[src/rtl/btn_led_ctrl.sv]
// Button-to-LED controller: synchronises and debounces BTN1, classifies presses
// as short or long, and steps a four-mode LED state machine (OFF/ON/SLOW/FAST).
module btn_led_ctrl #(
  parameter bit BTN_ACTIVE_LOW = 1'b0,
  parameter int DEBOUNCE_CYC   = 120000,
  parameter int LONG_CYC       = 12000000,
  parameter int SLOW_HALF_CYC  = 6000000,
  parameter int FAST_HALF_CYC  = 1500000
) (
  input  logic       CLK,
  input  logic       RST,
  input  logic       BTN1,
  output logic       LED1,
  output logic [1:0] MODE,
  output logic       PRESS_SHORT,
  output logic       PRESS_LONG
);

  localparam int DEB_W    = $clog2(DEBOUNCE_CYC + 1);
  localparam int HOLD_W   = $clog2(LONG_CYC + 1);
  localparam int HALF_MAX = (SLOW_HALF_CYC > FAST_HALF_CYC) ? SLOW_HALF_CYC : FAST_HALF_CYC;
  localparam int BLINK_W  = $clog2(HALF_MAX + 1);

  localparam logic [DEB_W-1:0]   DEB_LAST  = DEB_W'(DEBOUNCE_CYC - 1);
  localparam logic [HOLD_W-1:0]  HOLD_LAST = HOLD_W'(LONG_CYC - 1);
  localparam logic [HOLD_W-1:0]  HOLD_MAX  = HOLD_W'(LONG_CYC);
  localparam logic [BLINK_W-1:0] SLOW_LAST = BLINK_W'(SLOW_HALF_CYC - 1);
  localparam logic [BLINK_W-1:0] FAST_LAST = BLINK_W'(FAST_HALF_CYC - 1);

  typedef enum logic [1:0] {
    MODE_OFF  = 2'd0,
    MODE_ON   = 2'd1,
    MODE_SLOW = 2'd2,
    MODE_FAST = 2'd3
  } mode_t;

  logic [1:0]         r_sync;
  logic               r_btn_d;
  logic [DEB_W-1:0]   r_deb_cnt;
  logic [HOLD_W-1:0]  r_hold_cnt;
  logic               r_long_fired;
  logic               r_press_short;
  logic               r_press_long;
  mode_t              r_mode;
  logic [BLINK_W-1:0] r_blink_cnt;
  logic               r_blink;
  logic               r_led;

  logic               w_btn_s;
  logic               w_deb_flip;
  logic [BLINK_W-1:0] w_half_last;

  // The synchroniser resets to the released pad level so an idle button
  // never looks like a press while the flops refill after reset.
  assign w_btn_s     = r_sync[1] ^ BTN_ACTIVE_LOW;
  assign w_deb_flip  = (w_btn_s != r_btn_d) && (r_deb_cnt == DEB_LAST);
  assign w_half_last = (r_mode == MODE_FAST) ? FAST_LAST : SLOW_LAST;

  // Debouncer and press classifier. The short pulse is issued on the same
  // edge that drops btn_d; a release on that edge suppresses any long pulse.
  always_ff @(posedge CLK) begin
    if (RST) begin
      r_sync        <= {2{BTN_ACTIVE_LOW}};
      r_btn_d       <= 1'b0;
      r_deb_cnt     <= '0;
      r_hold_cnt    <= '0;
      r_long_fired  <= 1'b0;
      r_press_short <= 1'b0;
      r_press_long  <= 1'b0;
    end else begin
      r_sync        <= {r_sync[0], BTN1};
      r_press_short <= 1'b0;
      r_press_long  <= 1'b0;

      if (w_btn_s == r_btn_d) begin
        r_deb_cnt <= '0;
      end else if (w_deb_flip) begin
        r_deb_cnt <= '0;
        r_btn_d   <= w_btn_s;
        if (w_btn_s) begin
          r_hold_cnt   <= '0;
          r_long_fired <= 1'b0;
        end else begin
          r_press_short <= ~r_long_fired;
        end
      end else begin
        r_deb_cnt <= r_deb_cnt + 1'b1;
      end

      if (r_btn_d && !w_deb_flip) begin
        if (r_hold_cnt != HOLD_MAX) begin
          r_hold_cnt <= r_hold_cnt + 1'b1;
        end
        if ((r_hold_cnt == HOLD_LAST) && !r_long_fired) begin
          r_press_long <= 1'b1;
          r_long_fired <= 1'b1;
        end
      end
    end
  end

  // Mode FSM and LED generator; every mode change restarts the blink lit.
  always_ff @(posedge CLK) begin
    if (RST) begin
      r_mode      <= MODE_OFF;
      r_blink_cnt <= '0;
      r_blink     <= 1'b1;
      r_led       <= 1'b0;
    end else begin
      case (r_mode)
        MODE_OFF: r_led <= 1'b0;
        MODE_ON:  r_led <= 1'b1;
        default:  r_led <= r_blink;
      endcase

      if (r_press_long && (r_mode != MODE_OFF)) begin
        r_mode      <= MODE_OFF;
        r_blink_cnt <= '0;
        r_blink     <= 1'b1;
      end else if (r_press_short) begin
        r_mode      <= mode_t'(r_mode + 2'd1);
        r_blink_cnt <= '0;
        r_blink     <= 1'b1;
      end else if ((r_mode == MODE_SLOW) || (r_mode == MODE_FAST)) begin
        if (r_blink_cnt == w_half_last) begin
          r_blink_cnt <= '0;
          r_blink     <= ~r_blink;
        end else begin
          r_blink_cnt <= r_blink_cnt + 1'b1;
        end
      end
    end
  end

  assign LED1        = r_led;
  assign MODE        = r_mode;
  assign PRESS_SHORT = r_press_short;
  assign PRESS_LONG  = r_press_long;

endmodule

[config.mk]
export PLATFORM = sky130hd
export DESIGN_NAME = btn_led_ctrl
export DESIGN_NICKNAME = d
export VERILOG_FILES = /design/src/rtl/btn_led_ctrl.sv
export SDC_FILE = /design/constraint.sdc
export NUM_CORES = 1
export LEC_CHECK = 0
export CORE_UTILIZATION = 41
export DETAILED_ROUTE_END_ITERATION = 6
export PLACE_DENSITY_LB_ADDON = 0.12
export SYNTH_ARGS = -nofsm -noshare
export SYNTH_HDL_FRONTEND = slang
export SYNTH_SLANG_ARGS = --single-unit
[constraint.sdc]
create_clock -name CLK -period 5.7 [get_ports CLK]
set_input_delay 1.14 -clock CLK [delete_from_list [all_inputs] [get_ports CLK]]
set_output_delay 1.14 -clock CLK [all_outputs]
set_load 0.05 [all_outputs]
---- Word-level counts from Yosys, hierarchy flattened ----
Index checks and enable logic that the tools add are counted.
W data, S select, Z words.
word-level totals
  bits in registers ....................... 74
  input port bits ......................... 3
  output and inout bits ................... 5
  logic and storage cells ................. 59
operators by class
  add/subtract/negate cells ............... 4
  eq/ne operators ......................... 9
  mux-type cells .......................... 14
  bitwise operators ....................... 5
  reduce and logical (&&, ||, !) cells .... 16
operator list
  kind                     count
  $mux W24                 5
  $mux W23                 2
  $add A24 B1 Y24 const B  1
  $eq A24 B24 Y1 const B   1
  $ne A24 B24 Y1 const B   1
  $add A23 B1 Y23 const B  1
  $eq A23 B23 Y1           1
  $add A17 B1 Y17 const B  1
  $eq A17 B17 Y1 const B   1
  $mux W1                  6
  $reduce_or A3 Y1         2
  $not A1 Y1               5
  $eq A2 B2 Y1 const B     2
  $logic_and A1 B1 Y1      4
  $reduce_and A2 Y1        2
  $reduce_or A2 Y1         2
  $reduce_or A4 Y1         1
  $add A2 B1 Y2 const B    1
  $eq A2 B1 Y1 const B     1
  $logic_not A1 Y1         2
  $logic_not A2 Y1         1
  $pmux W1 S2              1
  $reduce_bool A2 Y1       1
  $eq A1 B1 Y1             1
  other kinds (2)          2

---- Longest topological paths before layout ----
  depth in word-level cells ............... 6
  mapped depth ............................ 9
  depth with buffers taken out ............ 7

---- Worst setup path before layout ----
Ideal clock, no wire load.
  kind .................................... reg-to-reg
  from .................................... register r_mode[1] (netlist: MODE[1])
  to ...................................... register r_blink_cnt[10]
  library setup time ...................... 117 ps
  data arrival time ....................... 2121 ps
  data required time ...................... 5583 ps
  path slack .............................. 3462 ps
  cell stages (with the launch flop) ...... 8
  path buffers ............................ 1
  clock period less this slack ............ 2238 ps
  path through ............................ dfxtp_1 -> ha_1 -> o21ai_1 -> nor4b_1 -> o2111ai_1 -> nand2_1 -> buf_2 -> nor2_1
between the ends
  word-level cells in the longest chain between the ends .. 4
  elaborated cells between the ends (all ways) .. 9
  classes of those cells .................. eq/ne (3); mux (2); reduce/logical (4)
ends and longest elaborated chain
  what                      RTL line  source
  start: declaration        44        mode_t r_mode;
  start signal: assignment  121       r_mode <= mode_t'(r_mode + 2'd1);
  $eq A2 B2 Y1              57, 124
  $mux W23                  57        assign w_half_last = (r_mode == MODE_FAST) ? FAST_LAST : SLOW_LAST;
  $eq A23 B23 Y1            125       if (r_blink_cnt == w_half_last) begin
  $mux W23                  125
  end signal: assignment    129       r_blink_cnt <= r_blink_cnt + 1'b1;
  end: declaration          45        logic [BLINK_W-1:0] r_blink_cnt;
Several ways; a longest one is shown, not always the timed one.
A chain may end at the register's enable or synchronous reset.

---- Worst setup path after layout ----
  from .................................... register r_mode[1] (netlist: MODE[1])
  to ...................................... output MODE[1]
RTL lines
  what              RTL line  source
  end: declaration  14        output logic [1:0] MODE,
No word-level cell between the ends.

==> metrics.txt <==
WHS Path Cells=1; Non-Filler Instances=522; n_diodes=0; final slew viol count=0; PwrDens=248 nW/um^2; max-cap viol count=0; Resize count post-CTS=0; gr ovfl total=0; path depth of the worst reg2reg path=6; ys async rst share=0; Multi-input gate area=1960 sq um; worst vdd ir=0.000193 V; Pleak=1.28 nW; Area growth, synth to finish=9.39%; Psw=197 uW; clock latency on the worst-skew pair=0.34 ns; fmax=about 0.36 GHz; Post-Syn Instances=406; via count=2792; root buf cell=clkbuf_8; drt pass-1 iters=4; crit-path leading delay family=buffers and inverters; CTS buffer count=9; Synth Register Bits=74; Finish-stage setup viols=0; half-perimeter wire length after detailed placement=4860 um; Hold Crit Endpoint=r_deb_cnt[0]; DR DRC count=0; I/O Pins=8; register area=about 1500 sq um; flop2flop setup slack=3.13 ns; Final WS setup=2.89 ns; Worst-path clk slew=roughly 0.07 ns; Power Internal=777 uW; via/cell ratio=5.35; Die X=95.5 um; Area contributors post-synth=dfxtp_1 (41%), xor2_1 (7.1%), nor2_1 (6.5%); RSZ-0062 raised after global routing=no; Routed Antenna Nets=0; critical path launch point type=flop; Setup Slack @ Placement=around 2.7 ns; routed wire length=6890 um; Synth Cell Area=3590 sq um; Slew headroom=0.431; initial antenna violation count=0; Setup crit end kind=output pin; CTS tree=yes; WP buf/inv=1; critical path, cell by cell=clkdlybuf4s50_1; vias in the first global route=2546; Netlist cell types=48; setup bufs post-CTS=0; crit path kind=reg2out; Die Height=roughly 96 um; WHS=0.442 ns; number of I/O port buffers=7; Initial Util=0.430; Clock power frac=0.456; Critical Path Slowest Stage Cell=clkdlybuf4s50_1; All-Layer GR Usage=0.171; drt wl/cell=13.2 um; clock period minus worst slack=2.81 ns; Core ar.=8340 sq um; CTS Buffer Depth=2; status=completed; syn_nets=417; crit-path max FO=6; Yosys warnings=0; Hold Path Class=reg2reg; Switching Share=0.202; placer congestion estimate=about 0.73; layout cells sized above 1=0.0815; Hold Startpoint=r_deb_cnt[0]; period utilisation layout=0.493; worst path arrival time=1.67 ns; Setup TNS=0 ns; register share of total power=0.531; H-Tree Depth=3; DRT iter0 DRCs=a little over 90; fin nets=423; syn_area_per_cell=8.83 sq um; combinational cell fraction of total power=0.012; number of synthesized flops with an enable pin=0; Required @ worst endpoint=4.56 ns; Hold-fix buffers, CTS=0; most frequent cell after synthesis=dfxtp_1; post-synth top area share=0.413; reg2reg end=r_blink_cnt[20]; dominant cell type by area after synthesis=dfxtp_1; final setup skew=0.0103 ns; Sink Count=between 70 and 80; reg-to-reg critical path startpoint=MODE[1]; largest net degree at the start of global routing=26; post-synthesis sequential area ratio=0.413; worst slew pin tran=0.853 ns; Critical Path Max Stage Delay=0.87 ns; post-placement cell count=approximately 510; # fillers=829; ys flop type=dfxtp_1; first-pass GRT wire length=12000 um; most common library cells after synthesis=dfxtp_1 (74), nor2_1 (62), nand2_1 (31), xor2_1 (29), nand3_1 (22); FP Rows=33; total die area=9120 sq um; Fin. Hold Viols=0
[power by group through the flow]
stage	Clock (mW)	Sequential, mW	Combinational (mW)
3_3_place_gp	0	0.530	0.0121
5_1_grt	0.481	0.518	0.0134
3_5_place_dp	0	0.530	0.0121
2_1_floorplan	0	0.530	0.00871
6_report	0.445	0.518	0.0119
4_1_cts	0.460	0.518	0.0121
[metal layers]
layer / track usage / part of all wire / vias to the layer above
met5: 0 / 0 / -
met4: 0.0597 / 0.011 / 0
met3: 0.0455 / 0.026 / 7
met2: 0.248 / 0.42 / 28
met1: 0.242 / 0.54 / 1307
li1: - / - / 1450
[placed cells by master, fill, tap and decap left out, types with 3 or more instances in the layout]
cell type / n
a21o_1: 3
a21oi_1: 18
and3_1: 8
clkbuf_8: 10
clkdlybuf4s50_1: 7
dfxtp_1: 74
ha_1: 8
inv_1: 15
mux2i_1: 4
nand2_1: 31
nand3_1: 22
nand4_1: 17
nor2_1: 62
nor3_1: 8
nor4_2: 3
nor4b_1: 4
o211ai_1: 7
o21ai_0: 12
o31ai_1: 4
or3_1: 12
or4_1: 7
xnor2_1: 15
xor2_1: 29
[per-stage QoR]
| step | power (mW) | util | instance area, sq um |
|---|---|---|---|
| 2_1_floorplan | 0.538 | - | 3590 |
| 3_3_place_gp | 0.542 | 0.444 | 3700 |
| 3_5_place_dp | 0.542 | 0.444 | 3700 |
| 4_1_cts | 0.990 | 0.470 | 3920 |
| 5_1_grt | 1.01 | 0.470 | 3920 |
| 6_report | 0.974 | 0.470 | 3920 |
[cell families after synthesis]
family	count (synthesis)	share of synthesized area
buffers and inverters	27	0.0391
DFF	74	0.413
adders and majority gates	8	0.0279
and+or+nand+nor	199	0.313
AOI/OAI and AO/OA	50	0.0883
muxes	4	0.0112
xor gates and xnor gates	44	0.107
[registers in the layout, indices dropped and copies added, names as in the netlist]
| name | cells |
|---|---|
| r_deb_cnt | 17 |
| r_hold_cnt | 24 |
| r_blink | 1 |
| r_sync | 2 |
| LED1 | 1 |
| r_btn_d | 1 |
| PRESS_SHORT | 1 |
| PRESS_LONG | 1 |
| r_blink_cnt | 23 |
| MODE | 2 |
| r_long_fired | 1 |
[layout make-up]
| type | instances | area share |
|---|---|---|
| multi-input combinational | 305 | 0.501 |
| clock buffer | 11 | 0.0360 |
| inverter | 15 | 0.0144 |
| clock inverter | 5 | 0.0198 |
| tap | 105 | 0.0335 |
| timing repair buffer | 7 | 0.0179 |
| sequential | 74 | 0.378 |
[how the worst max path moves through the flow]
| stage | slack [ns] | depth (start not counted) | startpoint | end |
|---|---|---|---|---|
| after floorplan | 3.46 | 7 | MODE[1] | r_blink_cnt[10] |
| after global placement | 2.75 | 4 | RST | r_hold_cnt[14] |
| after detailed placement | 2.73 | 5 | RST | r_blink_cnt[1] |
| after CTS | 2.85 | 1 | MODE[1] | MODE[1] |
| after global routing | 2.81 | 1 | MODE[1] | MODE[1] |
| final | 2.89 | 1 | MODE[1] | MODE[1] |
(Power assumes the default switching activity.)
